===== config.mk =====
export PLATFORM = sky130hd
export DESIGN_NAME = watchdog_feeder
export DESIGN_NICKNAME = d
export VERILOG_FILES = /design/src/rtl/wdog_pkg.sv /design/src/rtl/wdog_window_counter.sv /design/src/rtl/watchdog_feeder.sv
export SDC_FILE = /design/constraint.sdc
export NUM_CORES = 1
export LEC_CHECK = 0
export CAP_MARGIN = 20
export CORE_MARGIN = 5
export CORE_UTILIZATION = 64
export CTS_CLUSTER_SIZE = 30
export DETAILED_ROUTE_END_ITERATION = 12
export PLACE_DENSITY_LB_ADDON = 0.15
export SETUP_SLACK_MARGIN = 0.05
export SLEW_MARGIN = 20
export SYNTH_ARGS = -nofsm -noshare
export SYNTH_HDL_FRONTEND = slang
export SYNTH_SLANG_ARGS = --single-unit

===== constraint.sdc =====
create_clock -name sys_clk_i -period 3.7 [get_ports sys_clk_i]
set_input_delay 0.37 -clock sys_clk_i [delete_from_list [all_inputs] [get_ports sys_clk_i]]
set_output_delay 0.37 -clock sys_clk_i [all_outputs]
set_load 0.02 [all_outputs]

===== src/rtl/wdog_pkg.sv =====
// Shared types and default timing constants for the watchdog feeder.
package wdog_pkg;

  localparam int DEF_CNT_W       = 26;
  localparam int DEF_WIN_MIN     = 1000000;
  localparam int DEF_WIN_MAX     = 40000000;
  localparam int DEF_BOOT_PERIOD = 25000000;

  typedef enum logic [1:0] {
    ST_IDLE   = 2'b00,
    ST_CLOSED = 2'b01,
    ST_OPEN   = 2'b10,
    ST_FAULT  = 2'b11
  } wdog_state_e;

  typedef enum logic [1:0] {
    CAUSE_NONE  = 2'b00,
    CAUSE_EARLY = 2'b01,
    CAUSE_LATE  = 2'b10
  } wdog_cause_e;

endpackage


===== src/rtl/wdog_window_counter.sv =====
// Saturating elapsed-cycle counter; exposes only window compare flags.
module wdog_window_counter
  import wdog_pkg::*;
#(
  parameter int CNT_W     = DEF_CNT_W,
  parameter int WIN_MIN   = DEF_WIN_MIN,
  parameter int WIN_MAX   = DEF_WIN_MAX,
  parameter int BOOT_TERM = DEF_BOOT_PERIOD - 1
) (
  input  logic sys_clk_i,
  input  logic sys_rst_n_i,
  input  logic clear,
  output logic ge_min,
  output logic eq_max,
  output logic boot_hit
);

  logic [CNT_W-1:0] cnt_r;

  // Elapsed-cycle count: clear wins, otherwise count up and stick at all-ones.
  always_ff @(posedge sys_clk_i or negedge sys_rst_n_i) begin
    if (!sys_rst_n_i) begin
      cnt_r <= '0;
    end else if (clear) begin
      cnt_r <= '0;
    end else if (cnt_r != {CNT_W{1'b1}}) begin
      cnt_r <= cnt_r + CNT_W'(1);
    end else begin
      cnt_r <= cnt_r;
    end
  end

  assign ge_min   = (cnt_r >= CNT_W'(WIN_MIN));
  assign eq_max   = (cnt_r == CNT_W'(WIN_MAX));
  assign boot_hit = (cnt_r == CNT_W'(BOOT_TERM));

endmodule


===== src/rtl/watchdog_feeder.sv =====
// Windowed heartbeat generator for the board watchdog.
// Define WDOG_FEEDER_BOOT_EN to toggle the heartbeat autonomously while disabled.
module watchdog_feeder
  import wdog_pkg::*;
#(
  parameter int CNT_W       = DEF_CNT_W,
  parameter int WIN_MIN     = DEF_WIN_MIN,
  parameter int WIN_MAX     = DEF_WIN_MAX,
  parameter int BOOT_PERIOD = DEF_BOOT_PERIOD
) (
  input  logic       sys_clk_i,
  input  logic       sys_rst_n_i,
  input  logic       enable_i,
  input  logic       kick_i,
  output logic       watchdog_o,
  output logic       kick_ack_o,
  output logic       fault_o,
  output logic [1:0] fault_cause_o,
  output logic [1:0] state_o
);

`ifdef WDOG_FEEDER_BOOT_EN
  localparam bit BOOT_EN = 1'b1;
`else
  localparam bit BOOT_EN = 1'b0;
`endif

  wdog_state_e state_r, state_nxt_s;
  wdog_cause_e cause_r, cause_nxt_s;
  logic        wd_r, ack_r, fault_r;
  logic        toggle_s, ack_s, clr_s, fault_nxt_s;
  logic        ge_min_s, eq_max_s, boot_hit_s;

  wdog_window_counter #(
    .CNT_W    (CNT_W),
    .WIN_MIN  (WIN_MIN),
    .WIN_MAX  (WIN_MAX),
    .BOOT_TERM(BOOT_PERIOD - 1)
  ) u_counter (
    .sys_clk_i  (sys_clk_i),
    .sys_rst_n_i(sys_rst_n_i),
    .clear      (clr_s),
    .ge_min     (ge_min_s),
    .eq_max     (eq_max_s),
    .boot_hit   (boot_hit_s)
  );

  // State register and registered outputs.
  always_ff @(posedge sys_clk_i or negedge sys_rst_n_i) begin
    if (!sys_rst_n_i) begin
      state_r <= ST_IDLE;
      cause_r <= CAUSE_NONE;
      wd_r    <= 1'b0;
      ack_r   <= 1'b0;
      fault_r <= 1'b0;
    end else begin
      state_r <= state_nxt_s;
      cause_r <= cause_nxt_s;
      wd_r    <= wd_r ^ toggle_s;
      ack_r   <= ack_s;
      fault_r <= fault_nxt_s;
    end
  end

  // Next-state, counter clear and output decisions.
  always_comb begin
    state_nxt_s = state_r;
    cause_nxt_s = cause_r;
    fault_nxt_s = fault_r;
    toggle_s    = 1'b0;
    ack_s       = 1'b0;
    clr_s       = 1'b0;
    if (!enable_i) begin
      // Disable always wins; in IDLE the counter only runs for boot toggling.
      state_nxt_s = ST_IDLE;
      cause_nxt_s = CAUSE_NONE;
      fault_nxt_s = 1'b0;
      toggle_s    = (state_r == ST_IDLE) && BOOT_EN && boot_hit_s;
      clr_s       = (state_r != ST_IDLE) || !BOOT_EN || boot_hit_s;
    end else begin
      case (state_r)
        ST_IDLE: begin
          state_nxt_s = ST_CLOSED;
          toggle_s    = 1'b1;
          clr_s       = 1'b1;
        end
        ST_CLOSED: begin
          if (eq_max_s) begin
            state_nxt_s = ST_FAULT;
            cause_nxt_s = CAUSE_LATE;
            fault_nxt_s = 1'b1;
          end else if (kick_i && ge_min_s) begin
            ack_s    = 1'b1;
            toggle_s = 1'b1;
            clr_s    = 1'b1;
          end else if (kick_i) begin
            state_nxt_s = ST_FAULT;
            cause_nxt_s = CAUSE_EARLY;
            fault_nxt_s = 1'b1;
          end else if (ge_min_s) begin
            state_nxt_s = ST_OPEN;
          end else begin
            state_nxt_s = ST_CLOSED;
          end
        end
        ST_OPEN: begin
          if (eq_max_s) begin
            state_nxt_s = ST_FAULT;
            cause_nxt_s = CAUSE_LATE;
            fault_nxt_s = 1'b1;
          end else if (kick_i) begin
            state_nxt_s = ST_CLOSED;
            ack_s       = 1'b1;
            toggle_s    = 1'b1;
            clr_s       = 1'b1;
          end else begin
            state_nxt_s = ST_OPEN;
          end
        end
        ST_FAULT: begin
          state_nxt_s = ST_FAULT;
        end
        default: begin
          state_nxt_s = ST_FAULT;
          fault_nxt_s = 1'b1;
        end
      endcase
    end
  end

  assign watchdog_o    = wd_r;
  assign kick_ack_o    = ack_r;
  assign fault_o       = fault_r;
  assign fault_cause_o = cause_r;
  assign state_o       = state_r;

endmodule


# Word-level counts from Yosys, hierarchy flattened
# Cells that the tools add are included.
dict set report totals {
  register_bits 33
  in_bits 4
  wordCells 53
}
dict set report classes {
  n_addsub 1
  magnitude_cmp 1
  n_eq_ne 9
  mux 31
  n_bitwise 1
  reduce_logical 4
}
# op n
set ops {}
lappend ops {{$mux W26} 2}
lappend ops {{$add A26 B1 Y26 const B} 1}
lappend ops {{$eq A26 B26 Y1 const B} 1}
lappend ops {{$ge A26 B20 Y1 const B} 1}
lappend ops {{$ne A26 B26 Y1 const B} 1}
lappend ops {{$mux W2} 12}
lappend ops {{$mux W1} 12}
lappend ops {{$ne A4 B4 Y1 const B} 2}
lappend ops {{$pmux W2 S4} 1}
lappend ops {{$eq A2 B2 Y1 const B} 2}
lappend ops {{$pmux W1 S2} 2}
lappend ops {{$pmux W2 S2} 1}
lappend ops {{$reduce_and A4 Y1} 1}
lappend ops {{$ne A3 B1 Y1 const B} 1}
lappend ops {{$ne A3 B3 Y1 const B} 1}
lappend ops {{$pmux W1 S3} 1}
lappend ops {{$eq A2 B1 Y1 const B} 1}
lappend ops {{$logic_not A2 Y1} 1}
lappend ops {{$reduce_bool A2 Y1} 1}
lappend ops {{$logic_and A1 B1 Y1} 1}
lappend ops {{$xor A1 B1 Y1} 1}

# Logic depth before layout (Yosys ltp)
dict set report logic_depth {
  ltp_word 7
  ltp_mapped 8
  depth_no_buf 7
}

# Hierarchy
# A second synthesis with hierarchy kept.
dict set report hier_totals {
  hier_cells 227
  hier_area_um2 2105.8
}
# module instances cells_each area_per_inst_um2
set by_module_without_submodules {}
lappend by_module_without_submodules {wdog_window_counter 1 182 1656.6}
lappend by_module_without_submodules {watchdog_feeder 1 45 449.2}

# Worst setup path after synthesis
# OpenSTA, ideal clock, no wires.
dict set report synth_timing {
  path_kind {reg-to-reg}
  startpoint {register u_counter.cnt_r[23]}
  endpoint {register cause_r[1] (netlist: fault_cause_o[1])}
  setup_ns 0.123
  t_arrival_ns 1.978
  required_time_ns 3.577
  slack_ns 1.599
  stages_incl_launch_ff 6
  synth_period_minus_slack_ns 2.101
  cell_sequence {dfrtp_1 or3_1 or4_4 nor2_1 mux2_2 o221a_2}
}
dict set report synth_between {
  elab_chain_len 4
  elab_cells_between_ends 10
  cone_classes {order compare (1); eq/ne (4); mux (3); reduce/logical (2)}
}
# element line
set synth_rtl {}
lappend synth_rtl {{start, declared} wdog_window_counter.sv:18} ;# logic [CNT_W-1:0] cnt_r;
lappend synth_rtl {{start signal, assigned} wdog_window_counter.sv:27} ;# cnt_r <= cnt_r + CNT_W'(1);
lappend synth_rtl {{start signal, assigned} wdog_window_counter.sv:29} ;# cnt_r <= cnt_r;
lappend synth_rtl {{$ge A26 B20 Y1 or $eq A26 B26 Y1 (tied branches)} {wdog_window_counter.sv:33, wdog_window_counter.sv:34}}
lappend synth_rtl {{$logic_and A1 B1 Y1 or $mux W2 (tied branches)} {watchdog_feeder.sv:92, watchdog_feeder.sv:88}}
lappend synth_rtl {{$ne A4 B4 Y1 (no source line) or $pmux W2 S2 (tied branches)} n/a}
lappend synth_rtl {{$reduce_and A4 Y1 (no source line) or $mux W2 (tied branches)} n/a}
lappend synth_rtl {{end signal, assigned} watchdog_feeder.sv:58} ;# cause_r <= cause_nxt_s;
lappend synth_rtl {{end, declared} watchdog_feeder.sv:29} ;# wdog_cause_e cause_r, cause_nxt_s;
# Parallel ways exist; a longest one is shown, timed or not.
# A chain may end at the register's enable or synchronous reset.

# Worst setup path after layout
dict set report layout_timing {
  startpoint {register u_counter.cnt_r[16]}
  endpoint {register u_counter.cnt_r[4]}
}
dict set report layout_between {
  elab_chain_len 7
  elab_cells_between_ends 11
  cone_classes {order compare (1); eq/ne (2); mux (6); reduce/logical (2)}
}
# element line
set layout_rtl {}
lappend layout_rtl {{$ge A26 B20 Y1} wdog_window_counter.sv:33} ;# assign ge_min = (cnt_r >= CNT_W'(WIN_MIN));
lappend layout_rtl {{$logic_and A1 B1 Y1} watchdog_feeder.sv:92} ;# end else if (kick_i && ge_min_s) begin
lappend layout_rtl {{$mux W1} watchdog_feeder.sv:92}
lappend layout_rtl {{$mux W1} watchdog_feeder.sv:88} ;# if (eq_max_s) begin
lappend layout_rtl {{$pmux W1 S3} watchdog_feeder.sv:81} ;# case (state_r)
lappend layout_rtl {{$mux W1} watchdog_feeder.sv:73} ;# if (!enable_i) begin
lappend layout_rtl {{$mux W26 or $reduce_bool A2 Y1 (tied branches)} n/a}
# Parallel ways exist; a longest one is shown, timed or not.

==> results.sh <==
export IMPL_slew_viol_final=0
export IMPL_dr_total_vias=1835
export IMPL_clk_pin_slew_ns=0.10
export IMPL_drtAntennaViolNets=0
export IMPL_worst_setup_path_end_kind="flop"
export IMPL_power_density_nw_per_um2=291
export IMPL_fmax_mhz=361
export IMPL_antenna_found_initial=0
export IMPL_synth_area_per_cell_um2=9.49
export IMPL_ys_types=49
export IMPL_gp_congestion=0.954
export IMPL_synth_seq_cells=33
export IMPL_worst_r2r_path_depth=5
export IMPL_clkLatencyLatePin_ns=0.35
export IMPL_io_pins=11
export IMPL_grt_max_degree=34
export IMPL_fillCellCount=276
export IMPL_post_cts_setup_buffer_count=0
export IMPL_core_rowCount=20
export IMPL_place_port_buffers=10
export IMPL_grt_pass1_vias=1772
export IMPL_worst_setup_path_start_kind="flop"
export IMPL_cts_sinks=33
export IMPL_clock_path_buffers=2
export IMPL_die_w_um=67.5
export IMPL_core_um2=3100
export IMPL_grt_pass1_wl_um=8220
export IMPL_ys_flop_type="dfrtp_1"
export IMPL_cts_root_buf="clkbuf_4"
export IMPL_critPathKind="flop to flop"
export IMPL_fin_hold_ws_ns=0.420
export IMPL_initialDrtViolationCount=186
export IMPL_p_total_uw=661
export IMPL_period_share=0.749
export IMPL_cts_tree="yes"
export IMPL_layout_nets=244
export IMPL_path_cells="nand4_1, nor3_1, and3_1, o21ai_0, a21oi_2"
export IMPL_seqPwrFrac=0.575
export IMPL_synth_warning_count=0
export IMPL_critical_path_top_delay_family="simple AND/OR/NAND/NOR gates"
export IMPL_cts_hold_buf=0
export IMPL_grt_usage=0.239
export IMPL_drive_above_1_share=0.142
export IMPL_worst_slew_pin_transition_ns=1.00
export IMPL_worstReg2RegEnd="u_counter.cnt_r[4]$_DFFE_PN0P_"
export IMPL_cpPeakStageDelay_ns=0.94
export IMPL_final_cell_mix="dfrtp_1, nor2_1, nand3_1"
export IMPL_start_util=0.682
export IMPL_wl_per_cell_um=17.5
export IMPL_stdcell_count=277
export IMPL_drt_total_wl_um=4840
export IMPL_layout_commonest_cell="dfrtp_1"
export IMPL_maxSlewHeadroom=0.326
export IMPL_path_max_fanout=31
export IMPL_async_flop_share=1.00
export IMPL_setup_violations=0
export IMPL_worst_clock_skew_ns=0.0133
export IMPL_max_vdd_ir_drop_v=0.000200
export IMPL_swShare=0.278
export IMPL_reg2reg_from="u_counter.cnt_r[16]$_DFFE_PN0P_"
export IMPL_htreeDepth=2
export IMPL_crit_arrival_ns=3.04
export IMPL_vias_per_cell=6.62
export IMPL_area_delta_synth_final_pct=7.39
export IMPL_antenna_cells=0
export IMPL_cts_made_buffers=5
export IMPL_rrSetupSlack_ns=0.93
export IMPL_fin_crit_ns=2.77
export IMPL_synth_edf_count=0
export IMPL_seq_area_frac_synth=0.390
export IMPL_place_hpwl_um=3350
export IMPL_path_buf_inv=0
export IMPL_grt_ovfl_total=0
export IMPL_cap_viol_max_count=0
export IMPL_hold_violations=0
export IMPL_netlist_instances=223
export IMPL_p_int_uw=478
export IMPL_clkPwrFrac=0.278
export IMPL_p_switching_uw=184
export IMPL_syn_nets=233
export IMPL_drc=0
export IMPL_dp_cells=271
export IMPL_drt_first_pass_iters=4
export IMPL_leakagePower_uw=0.000802
export IMPL_rsz0062_at_grt="false"
export IMPL_status="finished, final reports clean"
export IMPL_die_y_um=67.5
export IMPL_hp_class="input port to async pin"
export IMPL_critPathSlowestCell="and3_1"
export IMPL_fp_dieArea_um2=4560
export IMPL_fin_tns_setup_ns=0
export IMPL_worst_ep_required_time_ns=3.97
export IMPL_cts_resized=0
export IMPL_p_comb_frac=0.147
export IMPL_syn_area_um2=2120
-- cells by family (layout without fill, tap and decap cells) --
family	count (synthesis)	in the layout	synth area share
simple gates	97	97	0.268
compound gates	55	55	0.200
flops	33	33	0.390
buf+inv	19	29	0.0502
xor+xnor	10	10	0.0414
fa+ha+maj	6	6	0.0355
mux	3	3	0.0148
-- how the worst max path moves through the flow --
stage	start	endpoint	slack, ns	cells past startpoint
2_1_floorplan	u_counter.cnt_r[23]$_DFFE_PN0P_	fault_cause_o[1]$_DFFE_PN0P_	1.60	5
3_3_place_gp	u_counter.cnt_r[3]$_DFFE_PN0P_	u_counter.cnt_r[4]$_DFFE_PN0P_	1.23	5
3_5_place_dp	u_counter.cnt_r[16]$_DFFE_PN0P_	u_counter.cnt_r[21]$_DFFE_PN0P_	1.05	5
4_1_cts	u_counter.cnt_r[3]$_DFFE_PN0P_	u_counter.cnt_r[21]$_DFFE_PN0P_	1.04	5
5_1_grt	u_counter.cnt_r[16]$_DFFE_PN0P_	u_counter.cnt_r[4]$_DFFE_PN0P_	0.74	5
6_report	u_counter.cnt_r[16]$_DFFE_PN0P_	u_counter.cnt_r[4]$_DFFE_PN0P_	0.93	5
-- cell type report --
cell class	instances	area [um2]	share of cell area
sequential	33	826	0.363
timing repair buffer	12	115	0.0506
clock buffer	5	37.5	0.0165
tap	44	55.1	0.0242
clock inverter	1	5.00	0.00220
inverter	11	41.3	0.0182
multi-input combinational	171	1190	0.525
-- layer usage --
layer	global-route usage	part of all wire	up-vias
met2	0.386	0.48	61
met1	0.312	0.45	900
met4	0.0886	0.015	0
met3	0.0516	0.053	13
met5	0	0	-
li1	-	-	861
-- power groups by stage --
stage	registers (uW)	logic, uW	clock network [uW]
final	381	97.3	184
after global routing	382	106	206
after CTS	381	98.9	187
after detailed placement	388	98.8	0
after global placement	387	96.4	0
after floorplan	399	45.0	0
-- Yosys cell counts, types with 2 or more instances --
| cell | count | share of area |
|---|---|---|
| or4_4 | 2 | 0.011 |
| clkbuf_1 | 2 | 0.0035 |
| a311oi_1 | 2 | 0.0083 |
| nor2_1 | 20 | 0.035 |
| inv_1 | 11 | 0.020 |
| buf_6 | 4 | 0.021 |
| nand4b_1 | 2 | 0.0083 |
| and4b_1 | 2 | 0.0095 |
| a221oi_2 | 2 | 0.014 |
| nor3_1 | 7 | 0.017 |
| a211oi_1 | 4 | 0.014 |
| nor3b_1 | 2 | 0.0071 |
| ha_1 | 6 | 0.035 |
| nand3_1 | 15 | 0.035 |
| dfrtp_1 | 33 | 0.39 |
| or2_2 | 2 | 0.0059 |
| nand2_1 | 12 | 0.021 |
| or4_1 | 9 | 0.032 |
| mux2i_1 | 2 | 0.0095 |
| a21oi_2 | 11 | 0.046 |
| xor2_1 | 4 | 0.017 |
| o21ai_0 | 6 | 0.014 |
| o31ai_1 | 12 | 0.043 |
| or3_1 | 7 | 0.021 |
| xnor2_1 | 6 | 0.025 |
| a21oi_1 | 9 | 0.021 |
| nand4_1 | 7 | 0.021 |
-- per-stage QoR --
| step | setup WS (ns) | area (um2) | util |
|---|---|---|---|
| 2_1_floorplan | 1.60 | 2120 | - |
| 3_3_place_gp | 1.23 | 2230 | 0.719 |
| 3_5_place_dp | 1.05 | 2230 | 0.719 |
| 4_1_cts | 1.04 | 2270 | 0.733 |
| 5_1_grt | 0.738 | 2270 | 0.733 |
| 6_report | 0.929 | 2270 | 0.733 |
-- registers in the layout (all words and copies together), names as in the netlist --
name and cells:
fault_o 1, watchdog_o 1, fault_cause_o 2, u_counter.cnt_r 26, state_o 2, kick_ack_o 1
(Power assumes the default switching activity.)
